### config.mk
export PLATFORM = sky130hd
export DESIGN_NAME = multicycle_controller
export DESIGN_NICKNAME = d
export VERILOG_FILES = /design/src/rtl/mc_defs_pkg.sv /design/src/rtl/multicycle_controller_alu_decoder.sv /design/src/rtl/multicycle_controller.sv
export SDC_FILE = /design/constraint.sdc
export NUM_CORES = 1
export LEC_CHECK = 0
export CELL_PAD_IN_SITES_DETAIL_PLACEMENT = 0
export CELL_PAD_IN_SITES_GLOBAL_PLACEMENT = 2
export CORE_MARGIN = 2
export CORE_UTILIZATION = 18
export DETAILED_ROUTE_END_ITERATION = 8
export GPL_ROUTABILITY_DRIVEN = 1
export MAX_ROUTING_LAYER = met4
export PLACE_DENSITY = 0.74
export SYNTH_ARGS = -nofsm -noshare
export SYNTH_HDL_FRONTEND = slang
export SYNTH_HIERARCHICAL = 1
export SYNTH_SLANG_ARGS = --single-unit
### constraint.sdc
create_clock -name clk -period 2.35 [get_ports clk]
set_input_delay 0.5875 -clock clk [delete_from_list [all_inputs] [get_ports clk]]
set_output_delay 0.5875 -clock clk [all_outputs]
set_load 0.005 [all_outputs]
### src/rtl/mc_defs_pkg.sv
// rtl/mc_defs_pkg.sv - shared encodings for the multicycle MIPS control path
// Opcode/funct constants, state codes, aluop, alucontrol and mux-select encodings.
package mc_defs;

  localparam int OP_W    = 6;
  localparam int FUNCT_W = 6;

  localparam logic [5:0] OP_RTYPE = 6'b000000;
  localparam logic [5:0] OP_LW    = 6'b100011;
  localparam logic [5:0] OP_SW    = 6'b101011;
  localparam logic [5:0] OP_BEQ   = 6'b000100;
  localparam logic [5:0] OP_ADDI  = 6'b001000;
  localparam logic [5:0] OP_J     = 6'b000010;

  localparam logic [5:0] F_ADD = 6'b100000;
  localparam logic [5:0] F_SUB = 6'b100010;
  localparam logic [5:0] F_AND = 6'b100100;
  localparam logic [5:0] F_OR  = 6'b100101;
  localparam logic [5:0] F_SLT = 6'b101010;

  typedef enum logic [3:0] {
    S_FETCH   = 4'd0,
    S_DECODE  = 4'd1,
    S_MEMADR  = 4'd2,
    S_MEMRD   = 4'd3,
    S_MEMWB   = 4'd4,
    S_MEMWR   = 4'd5,
    S_RTYPEEX = 4'd6,
    S_RTYPEWB = 4'd7,
    S_BEQEX   = 4'd8,
    S_ADDIEX  = 4'd9,
    S_ADDIWB  = 4'd10,
    S_JEX     = 4'd11
  } state_e;

  typedef enum logic [1:0] {
    ALUOP_ADD   = 2'b00,
    ALUOP_SUB   = 2'b01,
    ALUOP_FUNCT = 2'b10
  } aluop_e;

  localparam logic [2:0] ALU_AND = 3'b000;
  localparam logic [2:0] ALU_OR  = 3'b001;
  localparam logic [2:0] ALU_ADD = 3'b010;
  localparam logic [2:0] ALU_SUB = 3'b110;
  localparam logic [2:0] ALU_SLT = 3'b111;

  localparam logic [1:0] SRCB_REG     = 2'b00;
  localparam logic [1:0] SRCB_FOUR    = 2'b01;
  localparam logic [1:0] SRCB_IMM     = 2'b10;
  localparam logic [1:0] SRCB_IMM_SH2 = 2'b11;

  localparam logic [1:0] PCSRC_ALU    = 2'b00;
  localparam logic [1:0] PCSRC_ALUOUT = 2'b01;
  localparam logic [1:0] PCSRC_JUMP   = 2'b10;

  function automatic logic is_legal_op(input logic [5:0] op);
    return (op == OP_RTYPE) || (op == OP_LW) || (op == OP_SW) ||
           (op == OP_BEQ) || (op == OP_ADDI) || (op == OP_J);
  endfunction

endpackage

### src/rtl/multicycle_controller_alu_decoder.sv
// rtl/multicycle_controller_alu_decoder.sv - aluop/funct to ALU control decode
// Purely combinational; unknown funct codes fall back to add.
module alu_decoder
  import mc_defs::*;
#(
  parameter int FUNCT_W = 6
) (
  input  aluop_e             aluop,
  input  logic [FUNCT_W-1:0] funct,
  output logic [2:0]         alucontrol
);

  always_comb begin
    alucontrol = ALU_ADD;
    case (aluop)
      ALUOP_ADD: alucontrol = ALU_ADD;
      ALUOP_SUB: alucontrol = ALU_SUB;
      ALUOP_FUNCT: begin
        case (funct)
          F_ADD:   alucontrol = ALU_ADD;
          F_SUB:   alucontrol = ALU_SUB;
          F_AND:   alucontrol = ALU_AND;
          F_OR:    alucontrol = ALU_OR;
          F_SLT:   alucontrol = ALU_SLT;
          default: alucontrol = ALU_ADD;
        endcase
      end
      default: alucontrol = ALU_ADD;
    endcase
  end

endmodule

### src/rtl/multicycle_controller.sv
// rtl/multicycle_controller.sv - Moore FSM sequencing the multicycle MIPS datapath
// State register, next-state decode, per-state outputs and the pcen branch gate.
module multicycle_controller
  import mc_defs::*;
#(
  parameter int OP_W    = 6,
  parameter int FUNCT_W = 6
) (
  input  logic               clk,
  input  logic               reset,
  input  logic [OP_W-1:0]    op,
  input  logic [FUNCT_W-1:0] funct,
  input  logic               zero,
  output logic               pcen,
  output logic               irwrite,
  output logic               memwrite,
  output logic               iord,
  output logic               regwrite,
  output logic               regdst,
  output logic               memtoreg,
  output logic               alusrca,
  output logic [1:0]         alusrcb,
  output logic [1:0]         pcsrc,
  output logic [2:0]         alucontrol,
  output logic               illegal_op,
  output logic [3:0]         state_o
);

  state_e state_q, state_d;
  aluop_e aluop;
  logic   pcwrite, branch;
  logic   irwrite_s, memwrite_s, regwrite_s, illegal_s;

  always_ff @(posedge clk or posedge reset) begin
    if (reset) state_q <= S_FETCH;
    else       state_q <= state_d;
  end

  always_comb begin
    state_d = S_FETCH;
    case (state_q)
      S_FETCH:  state_d = S_DECODE;
      S_DECODE: begin
        case (op)
          OP_LW, OP_SW: state_d = S_MEMADR;
          OP_RTYPE:     state_d = S_RTYPEEX;
          OP_BEQ:       state_d = S_BEQEX;
          OP_ADDI:      state_d = S_ADDIEX;
          OP_J:         state_d = S_JEX;
          default:      state_d = S_FETCH;
        endcase
      end
      S_MEMADR:  state_d = (op == OP_SW) ? S_MEMWR : S_MEMRD;
      S_MEMRD:   state_d = S_MEMWB;
      S_RTYPEEX: state_d = S_RTYPEWB;
      S_ADDIEX:  state_d = S_ADDIWB;
      default:   state_d = S_FETCH;
    endcase
  end

  always_comb begin
    irwrite_s  = 1'b0;
    memwrite_s = 1'b0;
    regwrite_s = 1'b0;
    illegal_s  = 1'b0;
    pcwrite    = 1'b0;
    branch     = 1'b0;
    iord       = 1'b0;
    regdst     = 1'b0;
    memtoreg   = 1'b0;
    alusrca    = 1'b0;
    alusrcb    = SRCB_REG;
    pcsrc      = PCSRC_ALU;
    aluop      = ALUOP_ADD;
    case (state_q)
      S_FETCH: begin
        irwrite_s = 1'b1;
        pcwrite   = 1'b1;
        alusrcb   = SRCB_FOUR;
      end
      S_DECODE: begin
        alusrcb   = SRCB_IMM_SH2;
        illegal_s = ~is_legal_op(op);
      end
      S_MEMADR, S_ADDIEX: begin
        alusrca = 1'b1;
        alusrcb = SRCB_IMM;
      end
      S_MEMRD: iord = 1'b1;
      S_MEMWB: begin
        memtoreg   = 1'b1;
        regwrite_s = 1'b1;
      end
      S_MEMWR: begin
        iord       = 1'b1;
        memwrite_s = 1'b1;
      end
      S_RTYPEEX: begin
        alusrca = 1'b1;
        aluop   = ALUOP_FUNCT;
      end
      S_RTYPEWB: begin
        regdst     = 1'b1;
        regwrite_s = 1'b1;
      end
      S_BEQEX: begin
        alusrca = 1'b1;
        aluop   = ALUOP_SUB;
        pcsrc   = PCSRC_ALUOUT;
        branch  = 1'b1;
      end
      S_ADDIWB: regwrite_s = 1'b1;
      S_JEX: begin
        pcsrc   = PCSRC_JUMP;
        pcwrite = 1'b1;
      end
      default: ;
    endcase
  end

  // Write strobes are held off for the whole time reset is high.
  assign pcen       = ~reset & (pcwrite | (branch & zero));
  assign irwrite    = ~reset & irwrite_s;
  assign memwrite   = ~reset & memwrite_s;
  assign regwrite   = ~reset & regwrite_s;
  assign illegal_op = ~reset & illegal_s;
  assign state_o    = state_q;

  alu_decoder #(.FUNCT_W(FUNCT_W)) u_alu_decoder (
    .aluop      (aluop),
    .funct      (funct),
    .alucontrol (alucontrol)
  );

endmodule

**After elaboration in Yosys (flattened, before gate mapping)**

Cells that the tools add are included.

- Bitwise gates (word level): 9
- Reduce and logical (&&, ||, !) cells: 13
- Equality and inequality tests: 22
- Mux-type cells: 18

Operators by type and width:

| operator | count |
|---|---|
| $eq 6x6->1 const B | 6 |
| $pmux 4 s6 | 1 |
| $pmux 4 s5 | 1 |
| $eq 4x3->1 const B | 4 |
| $eq 4x4->1 const B | 4 |
| $pmux 3 s4 | 1 |
| $mux 1 | 10 |
| $eq 4x2->1 const B | 2 |
| $pmux 2 s2 | 2 |
| $reduce_or 2->1 | 4 |
| $and 1x1->1 | 6 |
| $eq 6x2->1 const B | 1 |
| $eq 6x3->1 const B | 1 |
| $eq 6x4->1 const B | 1 |
| $logic_not 6->1 | 1 |
| $pmux 2 s3 | 1 |
| $pmux 3 s2 | 1 |
| $logic_or 1x1->1 | 5 |
| $eq 4x1->1 const B | 1 |
| $logic_not 4->1 | 1 |
| $reduce_or 4->1 | 1 |
| $mux 3 | 1 |
| $reduce_or 3->1 | 1 |
| $eq 2x1->1 const B | 1 |
| other kinds (3) | 4 |

- Word-level logic and storage cells: 63
- Output and inout port bits: 20
- Register bits after elaboration: 4

**Longest topological paths before layout**

Gate-level depths: netlist of the first run.

- Depth in word-level cells: 9
- Gate-level depth with buffers: 7

**Modules after synthesis**

The synthesis of the first run kept the hierarchy.

By module, submodules not included:

| module | cells an instance | area an instance (um^2) | instances |
|---|---|---|---|
| multicycle_controller | 64 | 464.2 | 1 |
| alu_decoder | 15 | 118.9 | 1 |

**Worst setup path after synthesis of the first run**

OpenSTA, ideal clock, no wires.

- Path type: register to output
- Start point: reg state_q[0], in the netlist state_o[0]
- End point: out alucontrol[2]
- Cell stages (with the launch flop): 7
- Arrival: 1.606 ns
- Path buffers: 1
- Slack: 0.156 ns
- Path through: dfrtp_1 > buf_4 > nor3_1 > inv_1 > ha_1 > nand4bb_1 > o22ai_1

- Word-level cells in the longest chain between the ends: 4
- Elaborated cells between the ends (all ways): 6
- Those cells by class: eq/ne: 4; mux: 2

RTL lines:

| what | RTL line | text |
|---|---|---|
| from (decl) | multicycle_controller.sv:29 | `state_e state_q, state_d;` |
| from (signal assigned) | multicycle_controller.sv:36 | `else state_q <= state_d;` |
| $eq 4x4->1 / $eq 4x3->1 (equally long branches) | multicycle_controller.sv:75 | `case (state_q)` |
| $pmux 2 s2 * | multicycle_controller.sv:75 |  |
| named net aluop[0] | multicycle_controller.sv:30 | `aluop_e aluop;` |
| $eq 2x2->1 / $eq 2x1->1 (equally long branches) | multicycle_controller_alu_decoder.sv:15 | `case (aluop)` |
| $pmux 3 s2 * | multicycle_controller_alu_decoder.sv:15 |  |
| to (decl) | multicycle_controller.sv:24 | `output logic [2:0] alucontrol,` |

Mark *: on every way through the listed nets, which the timed path passes. The rest lies on a longest branch.

**Worst setup path after layout of the first run**

- Start point: reg state_q[1], in the netlist state_o[1]
- End point: out alucontrol[0]

The elaborated chain is that of the path after synthesis.

==> results.md, run 1 <==
* Status: finished clean
* CTS tree: yes
* Ranking of synthesized cells by area: dfrtp_1 (17%), nor3_1 (6.9%), xor2_1 (6.0%)
* Unique cell type count in the Yosys netlist at 32
* Register area share after synthesis at 17.2%
* DRT iter0 DRCs at 9
* Core outline area at ~3100 um2
* Drt wl/cell at between 10 and 15 um
* Die X at between 60 and 70 um
* Setup-failing EPs final at 0
* Total grt overflow at 0
* RD Place Congestion at 0.794
* Area grow syn2layout at 125%
* MaxCap Viol Count at 0
* Largest net degree at the start of global routing at 13
* CP Launch Type: register
* VDD IR-drop max at roughly 230 uV
* Reg-to-Reg Start: state_o[1]
* Port Buffers at 34
* Cell area after synthesis at 583 um2
* Post-synth top area share at about 17%
* Final min period at between 2 and 2.5 ns
* Initial antenna violation count at 0
* Critical path required time at between 1.5 and 2 ns
* Synth area leader: dfrtp_1
* Top cells by instance count after synthesis: nor3_1 (8), inv_1 (7), nor2_1 (7)
* Vias per inst at 4.44
* Lkg Pwr at a little under 0.6 nW
* Final wirelength at approximately 2.2 mm
* CP endpoint kind: output port
* Row count at 20
* Reg2reg path depth at 5
* Hold/Removal Path Class: register to register
* Crit Path Category: register to output port
* Count leader, synth: nor3_1
* Crit path max fanout at 3
* Final Skew at approximately 0.0014 ns
* Mean area per synthesized cell at approximately 7.4 um2
* Initial Utilization at roughly a fifth
* CTS Buffer Depth at 2
* Fill cell count at 346
* Hold_buf cts at 0
* Worst-margin pin slew at just over 0.3 ns
* Design area at between 1000 and 1500 um2
* Vias in the first global route at approximately 900
* DRC viols at 0
* Worst-Skew Late Latency at 0.24 ns
* PwrDens at about 630 nW/um2
* Ys Warns at 6
* Root Buffer Master: clkbuf_4
* Period utilization at 100%
* Max Slew Vio Count at 0
* Fmax at approximately 430 MHz
* Ant diodes at 0
* Largest register FFs at 4
* Die Ht at 60.9 um
* Nets at 165
* Worst slew margin at 79.3%
* Hold Crit Start: state_o[3]
* Share of layout cells above drive strength 1 at roughly two fifths
* Post-DP Area at roughly 1200 um2
* GRT Total Usage at between 10 and 15%
* FF-to-FF setup slack at roughly 1.0 ns
* Hold worst-path end: state_o[0]
* Synth Flop Type: dfrtp_1
* First-pass GRT wire length at 3.59 mm
* DR pass1 iterations at 4
* Routed Antenna Nets at 0
* RSZ-0062 raised after global routing: true
* Synth Net Count at 96
* Vias post-DR at approximately 840
* Final hold violation count at 0
* Synth async-reset ratio at 100%
* Hold depth at 2
* Synthesis-stage register bit count at 4
* HPWL Detailed at about 1.7 mm
* Core Util, Final at 42.7%
* Clock slew at reported path FFs at 0.04 ns
* Die area at 3710 um2
* Critical path data arrival time at between 1.5 and 2 ns
* Htree depth at 1
* IO Count at 35
* CTS Sinks at 4
* TritonCTS Buffers at 3
* Setup crit start: state_o[1]
* Cells after synthesis at 79
* R2R Path End: state_o[1]
* EDFF count, synth at 0
[how the worst max path moves through the flow]
stage | to | slack, ns
after CTS | alucontrol[2] | -0.05
after floorplan | alucontrol[2] | 0.16
after global routing | alucontrol[2] | -0.09
after detailed placement | illegal_op | -0.47
final | alucontrol[0] | 0.0004
after global placement | illegal_op | -0.38
[cells in the final DEF (no fill, tap or decap), types with 2 or more instances in the layout]
cell type,instances
o21ai_0,3
inv_1,6
clkdlybuf4s50_1,17
buf_4,32
nor4b_2,2
xor2_1,4
nor2_1,5
and4_1,2
nor4_2,2
and3_1,3
nand2_1,4
buf_2,3
buf_6,2
a21oi_1,4
clkdlybuf4s15_1,2
nor3_1,7
nand2b_4,4
nand4bb_1,2
dlygate4sd2_1,11
dfrtp_1,3
clkbuf_4,3
nor2_2,2
nor2_4,2
[worst max-delay path, stage by stage, from the launching register on]
cell and delay, ns:
dfrtp_1 0.39, buf_6 0.13, nor3_4 0.17, inv_2 0.06, ha_4 0.21, nand4bb_1 0.20, buf_4 0.16, a21oi_2 0.09
buf_2 0.11
[layer usage]
layer  share of wire, %  wire, um  track usage (%)  up-vias
met3                5.4       120             1.92        2
met4               0.86        19             4.66        0
met1                 40       886             13.5      384
met2                 54      1190             25.8       28
met5                  0         0                -        -
li1                   -         -                -      430
[report_power, final]
group	internal (mW)	leakage (nW)	switching [mW]
registers	0.0895	0.0514	0.0241
clock network	0.0572	0.0138	0.0289
logic	0.351	0.515	0.277
[layout make-up]
type                    instances  area, um2  area share (%)
repair buffers                 68        577            43.9
multi-input cells              64        532            40.5
flip-flops and latches          4        101            7.71
well taps                      44       55.1            4.19
inverters                       7       26.3            2.00
clock buffers                   3       22.5            1.71
[logic make-up after synthesis]
kind of cell	share of synthesized area (%)
AND/OR/NAND/NOR	44.0
AO/OA/AOI/OAI	20.2
buffers and inverters	8.37
XOR/XNOR	6.01
flip-flops	17.2
adder cells (fa/ha/maj)	4.29
[stage by stage]
stage	setup slack (ns)	TNS [ns]	hold slack, ns	instances	power [mW]
2_1_floorplan	0.156	0	0.359	79	0.360
3_3_place_gp	-0.380	-1.76	0.638	181	0.691
3_5_place_dp	-0.468	-1.95	0.626	181	0.690
4_1_cts	-0.0513	-0.0649	0.636	190	0.809
5_1_grt	-0.0943	-0.208	0.667	190	0.893
6_report	0.000375	0	0.650	190	0.828
[timing repair]
action / 4_1_cts / 5_1_grt
gates resized for setup: 38 / 9
buffers inserted: 6 / 0
setup endpoints to repair: 9 / 5
pin swaps: 9 / 4
No activity file was read; power rests on OpenSTA's default activity.
==> inputs of run 2 (changes only) <==
Settings changed: CAP_MARGIN from default to 40.
Clock period 2.35 ns to 2.4 ns, I/O delays scaled along.
==> run 2 against run 1 <==
Combinational power decreased by 3.2%. Via count decreased by 1.3%. Wire length is 1.3% lower. Critical endpoint unchanged.
==> results.md, run 2 (same netlist as run 1, synthesis figures left out) <==
* Fin Setup TNS at 0 ns
* Vias in the first global route at 898
* Sw frac at 39.6%
* Multi-input gate area at 528 um2
* Psw at between 0.3 and 0.4 mW
* DRT iter0 DRCs at 17
* Pre-CTS worst setup slack at -0.443 ns
* Register area at around 100 um2
* Root Buffer Master: clkbuf_4
* RSZ-0062 raised after global routing: true
* RD Place Congestion at between 0.7 and 0.8
* Ant diodes at 0
* Drt wl/cell at around 12 um
* Final min period at roughly 2.4 ns
* Vias per inst at 4.38
* Cells after DPL at between 150 and 200
* Uppermost layer routed: met4
* Die Ht at 60.9 um
* Period utilization at between 90% and 100%
* Met3 wire length at roughly 110 um
* Int Power at ~0.49 mW
* Max Slew Vio Count at 0
* Reg-to-Reg Start: state_o[1]
* Fmax at between 400 and 500 MHz
* CP endpoint: alucontrol[0]
* Worst slew margin at roughly four fifths
* Most common cell after layout, fill and taps aside: buf_4
* Die X at between 60 and 70 um
* Pwr Total at roughly 0.80 mW
* CTS Buffer Depth at 2
* Initial Utilization at 18.9%
* CP Launch Type: register
* Hold/Removal Path Class: register to register
* Final Skew at 0.00150 ns
* Crit Path Category: register to output port
* Share of layout cells above drive strength 1 at roughly two fifths
* Setup crit start: state_o[1]
* Critical path required time at between 1.5 and 2 ns
* Metal2 WL at around 1.2 mm
* Clock slew at reported path FFs at around 0.040 ns
* Worst-Skew Late Latency at between 0.2 and 0.25 ns
* TritonCTS Buffers at 3
* FF-to-FF setup slack at between 1 and 1.5 ns
* Row count at 20
* Crit path max fanout at 3
* Port Buffers at 34
* Worst-margin pin slew at 0.310 ns
* CTS tree: yes
* CP endpoint kind: output port
* Final hold violation count at 0
* Total grt overflow at 0
* DRC viols at 0
* Lkg Pwr at around 0.57 nW
* Nets at 165
* M1 WL at 867 um
* Critical path data arrival time at roughly 1.8 ns
* MaxCap Viol Count at 0
* Fill cell count at between 300 and 400
* Initial antenna violation count at 0
* Setup-failing EPs final at 0
* Sequential Power Share at roughly 14%
* Status: finished clean
* Largest net degree at the start of global routing at 13
* First-pass GRT wire length at about 3.6 mm
* Final wirelength at ~2.2 mm
* Vias post-DR at roughly 830
* IO Count at 35
* Core outline area at roughly 3000 um2
* Commonest non-fill, non-tap cells in the layout: buf_4 (32), clkdlybuf4s50_1 (18), dlygate4sd2_1 (11), nor3_1 (7), inv_1 (6)
* CTS Sinks at 4
* Htree depth at 1
* DR pass1 iterations at 4
* PwrDens at approximately 610 nW/um2
* Area grow syn2layout at 125%
* VDD IR-drop max at between 200 and 250 uV
* HPWL Detailed at around 1.7 mm
* Share of total power in combinational logic at 75.7%
* R2R Path End: state_o[1]
* Die area at between 3000 and 4000 um2
* Core Util, Final at around 43%
* Final non-filler cell total at 190
* GRT Total Usage at 13.4%
* Setup ws final at about 0.035 ns
* Largest register FFs at 4
* Routed Antenna Nets at 0
* Reg2reg path depth at 5
* Clk pwr share at between 10% and 20%
run 2: cell types whose count changed in the layout (fill, tap and decap cells not counted), sizes merged:
cell	delta
buf	-1
clkbuf	+1
clkdlybuf4s15	-1
clkdlybuf4s50	+1
run 2: per-layer routing:
layer	vias to the layer above	GRT usage, %
met1	375	13.5
li1	430	-
met5	-	-
met2	26	25.8
met4	0	4.66
met3	2	1.92
run 2: area by class of cell:
cell class	count	area share [%]
clock buffers	3	1.72
inverters	7	2.01
multi-input cells	64	40.3
flip-flops and latches	4	7.74
well taps	44	4.20
repair buffers	68	44.0
run 2: what timing repair did:
| action | CTS | global route |
|---|---|---|
| hold buffers | 0 | 0 |
| buffers inserted | 6 | 0 |
| resized for setup | 36 | 7 |
| endpoints found under the setup margin | 9 | 6 |
| pin swaps | 9 | 4 |
run 2: per-stage QoR:
step	hold slack, ns	instance area (um2)
after CTS	0.642	1290
after floorplan	0.371	583
after global placement	0.638	1170
final	0.650	1310
after global routing	0.667	1310
after detailed placement	0.626	1170
run 2: worst min-delay path by stage:
stage                    start    endpoint  slack (ns)  cells past startpoint
global route        state_o[3]  state_o[0]        0.67                      2
detailed placement  state_o[3]  state_o[0]        0.63                      2
global placement    state_o[2]  state_o[0]        0.64                      2
floorplan                reset  state_o[0]        0.37                      1
CTS                 state_o[2]  state_o[0]        0.64                      2
finish              state_o[2]  state_o[0]        0.65                      2
run 2: critical path, cell delays in order (launching register included):
cell       delay [ns]
dfrtp_1          0.39
buf_6            0.13
nor3_4           0.17
inv_2            0.06
ha_4             0.21
nand4bb_1        0.20
buf_4            0.16
a21oi_2          0.09
buf_2            0.11
run 2: power groups by stage:
stage | Clock, mW | Combinational (mW) | Sequential, mW
finish | 0.0844 | 0.609 | 0.111
floorplan | 0 | 0.237 | 0.115
CTS | 0.0883 | 0.601 | 0.110
detailed placement | 0 | 0.572 | 0.103
global placement | 0 | 0.573 | 0.104
global route | 0.0891 | 0.665 | 0.115
==> variant 1 (config.mk and constraints of run 2) <==
Put a register stage on the outputs `pcen`, `irwrite`, `memwrite`, `regwrite` and `illegal_op`, without a reset. The values now appear one clock later. The other outputs are not delayed to match.
--- a/src/rtl/multicycle_controller.sv
+++ b/src/rtl/multicycle_controller.sv
@@ -119,11 +119,13 @@
   end
 
   // Write strobes are held off for the whole time reset is high.
-  assign pcen       = ~reset & (pcwrite | (branch & zero));
-  assign irwrite    = ~reset & irwrite_s;
-  assign memwrite   = ~reset & memwrite_s;
-  assign regwrite   = ~reset & regwrite_s;
-  assign illegal_op = ~reset & illegal_s;
+  always_ff @(posedge clk) begin
+    pcen       <= ~reset & (pcwrite | (branch & zero));
+    irwrite    <= ~reset & irwrite_s;
+    memwrite   <= ~reset & memwrite_s;
+    regwrite   <= ~reset & regwrite_s;
+    illegal_op <= ~reset & illegal_s;
+  end
   assign state_o    = state_q;
 
   alu_decoder #(.FUNCT_W(FUNCT_W)) u_alu_decoder (
Behaviour: not the same (Yosys sat finds a counterexample within 4 cycles, from zero or initial values and one cycle with reset high).
==> variant 1 against run 2 <==
  * Area after synthesis grew 17%
  * Total power rose by 21%
  * Sequential cell count grew 5
  * Combinational power down 6.6%
  * Routed wire length fell by 0.27%
  * Critical path type unchanged
  * Design area rose by 0.57%
  * Critical endpoint is now alucontrol[2]
  * Die area up 16%
  * Cell count fell by 4.2%
  * Worst setup slack got worse by 0.016 ns
  * First-iteration DRC count down 24%
==> variant 1: results (changes against run 2) <==
<table>
<tr><th>Metric</th><th>Value</th></tr>
<tr><th colspan="2">Routing</th></tr>
<tr><td>Routed wl met2</td><td>1070 um (-9.8%)</td></tr>
<tr><td>WL met3</td><td>155 um (+41%)</td></tr>
<tr><td>Via count</td><td>827 (-0.72%)</td></tr>
<tr><td>DRT iter0 DRCs</td><td>13 (-4)</td></tr>
<tr><td>Drt wl/cell</td><td>12.0 um (+4.1%)</td></tr>
<tr><th colspan="2">Critical path</th></tr>
<tr><td>Logic depth of the worst register-to-register path</td><td>4 (-1)</td></tr>
<tr><td>Max FO, Critical Path</td><td>2 (-1)</td></tr>
<tr><td>Family with the most delay on the worst path</td><td>simple AND/OR/NAND/NOR gates</td></tr>
<tr><td>Arrival time worst endpoint</td><td>1.78 ns (+0.02 ns)</td></tr>
<tr><th colspan="2">Timing</th></tr>
<tr><td>Worst clock skew on the final layout</td><td>0.000719 ns (-0.000785 ns)</td></tr>
<tr><td>Slew at the pin closest to its max-slew limit</td><td>0.385 ns (+0.0752 ns)</td></tr>
<tr><th colspan="2">Yosys</th></tr>
<tr><td>Sequential share of the synthesized area</td><td>0.293 (+0.121)</td></tr>
<tr><td>Most common library cells after synthesis</td><td>nor3_1 (8), inv_1 (7), nor2_1 (7)</td></tr>
<tr><td>Syn nets</td><td>101 (+5.2%)</td></tr>
<tr><td>Cell variety after synth</td><td>33 (+3.1%)</td></tr>
<tr><td>Share of async-settable or async-resettable flops after synthesis</td><td>0.444 (-0.556)</td></tr>
<tr><td>Synth Flop Type</td><td>dfxtp_1</td></tr>
<tr><th colspan="2">Outcome</th></tr>
<tr><td>Outcome</td><td>finished, final reports clean</td></tr>
<tr><th colspan="2">Layout</th></tr>
<tr><td>Fraction of final layout cells sized beyond drive strength 1</td><td>0.313 (-0.0907)</td></tr>
<tr><td>Fin nets</td><td>152 (-7.9%)</td></tr>
<tr><th colspan="2">GRT</th></tr>
<tr><td>Vias in the first global route</td><td>822 (-8.5%)</td></tr>
<tr><td>Total routing usage reported by global routing</td><td>0.114 (-0.0197)</td></tr>
<tr><td>Global-route wire length before repair</td><td>3660 um (+2.1%)</td></tr>
<tr><th colspan="2">Power and ir drop</th></tr>
<tr><td>Largest voltage drop on the vdd net</td><td>174 uV (-23%)</td></tr>
<tr><td>Leakage</td><td>0.505 nW (-12%)</td></tr>
<tr><th colspan="2">Placed design</th></tr>
<tr><td>Hpwl dp</td><td>1720 um (+0.14%)</td></tr>
<tr><td>Placer Congestion</td><td>0.769 (-3.1%)</td></tr>
</table>
-- variant 1: what timing repair did --
item                                    CTS  global route
endpoints found under the setup margin    3             4
pin swaps                                 5             1
gates cloned                              0             0
resized for setup                        22             8
buffers inserted                          2             0
-- variant 1: kinds of logic after synthesis --
group | share of synthesized area
xor gates and xnor gates | 0.0513
buffers and inverters | 0.0714
AOI/OAI and AO/OA | 0.172
and+or+nand+nor | 0.375
DFF | 0.293
adders and majority gates | 0.0366
-- variant 1: worst register-to-register path, delay by kind of cell, from the launching register on --
family | cells | cell delay (ns)
AND/OR/NAND/NOR | 3 | 0.67
flip-flops | 1 | 0.45
buffers and inverters | 1 | 0.19
-- variant 1: power by group through the flow --
stage | combinational, W | clock [W] | sequential (W)
2_1_floorplan | 0.000231 | 0 | 0.000230
3_3_place_gp | 0.000532 | 0 | 0.000216
4_1_cts | 0.000558 | 0.000178 | 0.000227
5_1_grt | 0.000621 | 0.000187 | 0.000233
6_report | 0.000569 | 0.000176 | 0.000228
3_5_place_dp | 0.000532 | 0 | 0.000217
-- variant 1: stage by stage --
step,std cells,setup slack [ns],utilization,area [um2]
floorplan,84,0.194,-,683
global placement,176,-0.237,0.319,1170
detailed placement,176,-0.276,0.319,1170
CTS,182,-0.0201,0.350,1280
global route,182,-0.0720,0.360,1320
finish,182,0.0195,0.360,1320
-- variant 1: path summary, 6_finish.rpt --
path / slack (ns) / endpoint / startpoint
max: 0.02 / alucontrol[2] / state_o[2]$_DFF_PP0_
min: 0.62 / pcen$_DFF_P_ / state_o[2]$_DFF_PP0_
max reg2reg: 1.03 / illegal_op$_DFF_P_ / state_o[1]$_DFF_PP0_
min reg2reg: 0.62 / pcen$_DFF_P_ / state_o[2]$_DFF_PP0_
max in group asynchronous: 1.51 / state_o[0]$_DFF_PP0_ / reset
min in group asynchronous: 0.70 / state_o[1]$_DFF_PP0_ / reset
-- variant 1: area by class of cell --
class / instances / area (um2)
Fill cell: 391 / 2340
Multi-Input combinational cell: 64 / 532
Timing Repair Buffer: 50 / 453
Sequential cell: 9 / 201
Tap cell: 48 / 60.1
Clock buffer: 4 / 45.0
Inverter: 7 / 26.3
-- variant 1: per-layer routing --
layer | track usage | up-vias
met2 | 0.198 | 28
met3 | 0.0308 | 5
met4 | 0.0547 | 0
met1 | 0.121 | 385
li1 | - | 409
met5 | - | -
==> variant 2 (flow settings as in run 2) <==
Made on the original files. Register the inputs `op`, `funct` and `zero` before use, without a reset. The logic sees them one clock later. Comments in the files are not updated.
--- a/src/rtl/multicycle_controller.sv
+++ b/src/rtl/multicycle_controller.sv
@@ -26,6 +26,16 @@
   output logic [3:0]         state_o
 );
 
+  logic [OP_W-1:0] op_q;
+  logic [FUNCT_W-1:0] funct_q;
+  logic zero_q;
+
+  always_ff @(posedge clk) begin
+    op_q    <= op;
+    funct_q <= funct;
+    zero_q  <= zero;
+  end
+
   state_e state_q, state_d;
   aluop_e aluop;
   logic   pcwrite, branch;
@@ -41,7 +51,7 @@
     case (state_q)
       S_FETCH:  state_d = S_DECODE;
       S_DECODE: begin
-        case (op)
+        case (op_q)
           OP_LW, OP_SW: state_d = S_MEMADR;
           OP_RTYPE:     state_d = S_RTYPEEX;
           OP_BEQ:       state_d = S_BEQEX;
@@ -50,7 +60,7 @@
           default:      state_d = S_FETCH;
         endcase
       end
-      S_MEMADR:  state_d = (op == OP_SW) ? S_MEMWR : S_MEMRD;
+      S_MEMADR:  state_d = (op_q == OP_SW) ? S_MEMWR : S_MEMRD;
       S_MEMRD:   state_d = S_MEMWB;
       S_RTYPEEX: state_d = S_RTYPEWB;
       S_ADDIEX:  state_d = S_ADDIWB;
@@ -80,7 +90,7 @@
       end
       S_DECODE: begin
         alusrcb   = SRCB_IMM_SH2;
-        illegal_s = ~is_legal_op(op);
+        illegal_s = ~is_legal_op(op_q);
       end
       S_MEMADR, S_ADDIEX: begin
         alusrca = 1'b1;
@@ -119,7 +129,7 @@
   end
 
   // Write strobes are held off for the whole time reset is high.
-  assign pcen       = ~reset & (pcwrite | (branch & zero));
+  assign pcen       = ~reset & (pcwrite | (branch & zero_q));
   assign irwrite    = ~reset & irwrite_s;
   assign memwrite   = ~reset & memwrite_s;
   assign regwrite   = ~reset & regwrite_s;
@@ -128,7 +138,7 @@
 
   alu_decoder #(.FUNCT_W(FUNCT_W)) u_alu_decoder (
     .aluop      (aluop),
-    .funct      (funct),
+    .funct      (funct_q),
     .alucontrol (alucontrol)
   );
 
Behaviour: not the same (Yosys sat finds a counterexample within 4 cycles, from zero or initial values and one cycle with reset high).
==> variant 2 against run 2 <==
  * Clock skew increased by 0.0023 ns
  * Sequential cell count rose by 13
  * Design area grew 14%
  * Total power grew 44%
  * Largest cell class is now multi-input combinational cells
  * Routed wire length grew 3.1%
  * Worst setup slack got worse by 0.021 ns
  * Die area up 43%
  * Critical path type unchanged
  * Area after synthesis rose by 46%
  * Critical path depth down 2
==> variant 2: results (changes against run 2) <==
<table>
<tr><th>Metric</th><th>Value</th></tr>
<tr><th colspan="2">Yosys</th></tr>
<tr><td>Syn nets</td><td>106 (+10%)</td></tr>
<tr><td>Share of async-settable or async-resettable flops after synthesis</td><td>0.235 (-0.765)</td></tr>
<tr><td>Sequential share of the synthesized area</td><td>0.422 (+0.251)</td></tr>
<tr><td>Mapped Avg Cell Area</td><td>9.59 um2 (+30%)</td></tr>
<tr><td>Cell variety after synth</td><td>39 (+22%)</td></tr>
<tr><td>Area leader, netlist</td><td>dfxtp_1</td></tr>
<tr><td>Most common library cells after synthesis</td><td>dfxtp_1 (13), nor3_1 (9), inv_1 (5)</td></tr>
<tr><th colspan="2">GRT</th></tr>
<tr><td>Global-route wire length before repair</td><td>3800 um (+5.8%)</td></tr>
<tr><td>Vias in the first global route</td><td>821 (-8.6%)</td></tr>
<tr><td>Largest net degree at the start of global routing</td><td>16 (+3)</td></tr>
<tr><th colspan="2">Power and ir drop</th></tr>
<tr><td>Leakage</td><td>0.661 nW (+16%)</td></tr>
<tr><td>Largest voltage drop on the vdd net</td><td>228 uV (+1.2%)</td></tr>
<tr><td>Net switching share of the total power</td><td>0.335 (-0.0610)</td></tr>
<tr><th colspan="2">Placed design</th></tr>
<tr><td>Placer Congestion</td><td>0.710 (-11%)</td></tr>
<tr><th colspan="2">Critical path</th></tr>
<tr><td>Max stage delay on crit path</td><td>0.43 ns (+0.04 ns)</td></tr>
<tr><td>Family with the most delay on the worst path</td><td>simple AND/OR/NAND/NOR gates</td></tr>
<tr><td>Launch point of the worst path</td><td>state_o[3]$_DFF_PP0_</td></tr>
<tr><td>R2r setup slk</td><td>1.04 ns (-0.05 ns)</td></tr>
<tr><th colspan="2">Routing</th></tr>
<tr><td>Wire length reported by the detailed router</td><td>2250 um (+3.1%)</td></tr>
<tr><td>Via count normalized by instance count</td><td>4.38 (about the same)</td></tr>
<tr><th colspan="2">Layout</th></tr>
<tr><td>Fraction of final layout cells sized beyond drive strength 1</td><td>0.317 (-0.0876)</td></tr>
<tr><td>Fin nets</td><td>157 (-4.8%)</td></tr>
<tr><th colspan="2">Floorplanning</th></tr>
<tr><td>Initial core utilization</td><td>0.183 (-0.00634)</td></tr>
<tr><th colspan="2">Outcome</th></tr>
<tr><td>Outcome</td><td>finished, final reports clean</td></tr>
<tr><th colspan="2">Timing</th></tr>
<tr><td>Worst clock skew on the final layout</td><td>0.00380 ns (+0.00230 ns)</td></tr>
<tr><td>Slew at the pin closest to its max-slew limit</td><td>0.279 ns (-0.0309 ns)</td></tr>
<tr><th colspan="2">Hold path</th></tr>
<tr><td>Hold path depth</td><td>3 (+1)</td></tr>
<tr><td>Critical hold path startpoint</td><td>op_q[4]$_DFF_P_</td></tr>
</table>
variant 2: cell count changes after synthesis, moves of 2 or more:
cell	run 2	this run
a21oi_1	5	3
nor2_1	7	4
and4_1	2	0
nand2b_1	5	3
nor2_2	2	0
dfxtp_1	0	13
o21ai_1	0	2
nand2_1	4	1
inv_1	7	5
variant 2: power by group through the flow:
stage               registers (W)  logic (W)  clock network, W
finish                   0.000354   0.000599          0.000204
floorplan                0.000356   0.000228                 0
detailed placement       0.000349   0.000532                 0
global route             0.000359   0.000653          0.000227
CTS                      0.000350   0.000547          0.000213
global placement         0.000347   0.000527                 0
variant 2: cell type report:
cell class              instances  area [um2]
fillers                       474        3170
multi-input cells              60         509
repair buffers                 52         482
flip-flops and latches         17         363
well taps                      54        67.6
clock buffers                   3        41.3
inverters                       6        22.5
clock inverters                 1        5.00
variant 2: per-layer routing:
metal | global-route usage | share of wire | up-vias
li1 | - | - | 430
met4 | 0.0309 | 0.011 | 0
met5 | - | 0 | -
met3 | 0.0124 | 0.033 | 2
met1 | 0.109 | 0.45 | 393
met2 | 0.159 | 0.50 | 21
variant 2: logic make-up (layout without fill, tap and decap cells):
family | Yosys count | after routing | synth area share
flops | 17 | 17 | 0.422
simple gates | 36 | 36 | 0.295
xor+xnor | 3 | 3 | 0.0308
fa+ha+maj | 2 | 2 | 0.0293
buf+inv | 12 | 62 | 0.0674
compound gates | 19 | 19 | 0.155
variant 2: timing repair:
item | in CTS | in global routing
pin swaps | 4 | 6
gates resized for setup | 16 | 24
buffers inserted | 2 | 4
hold buffers | 0 | 0
endpoints found under the setup margin | 10 | 8
variant 2: per-stage QoR:
step | area (um2) | setup WS, ns
floorplan | 853 | 0.143
CTS | 1400 | -0.171
detailed placement | 1320 | -0.250
global placement | 1320 | -0.206
global route | 1490 | -0.0705
finish | 1490 | 0.0142
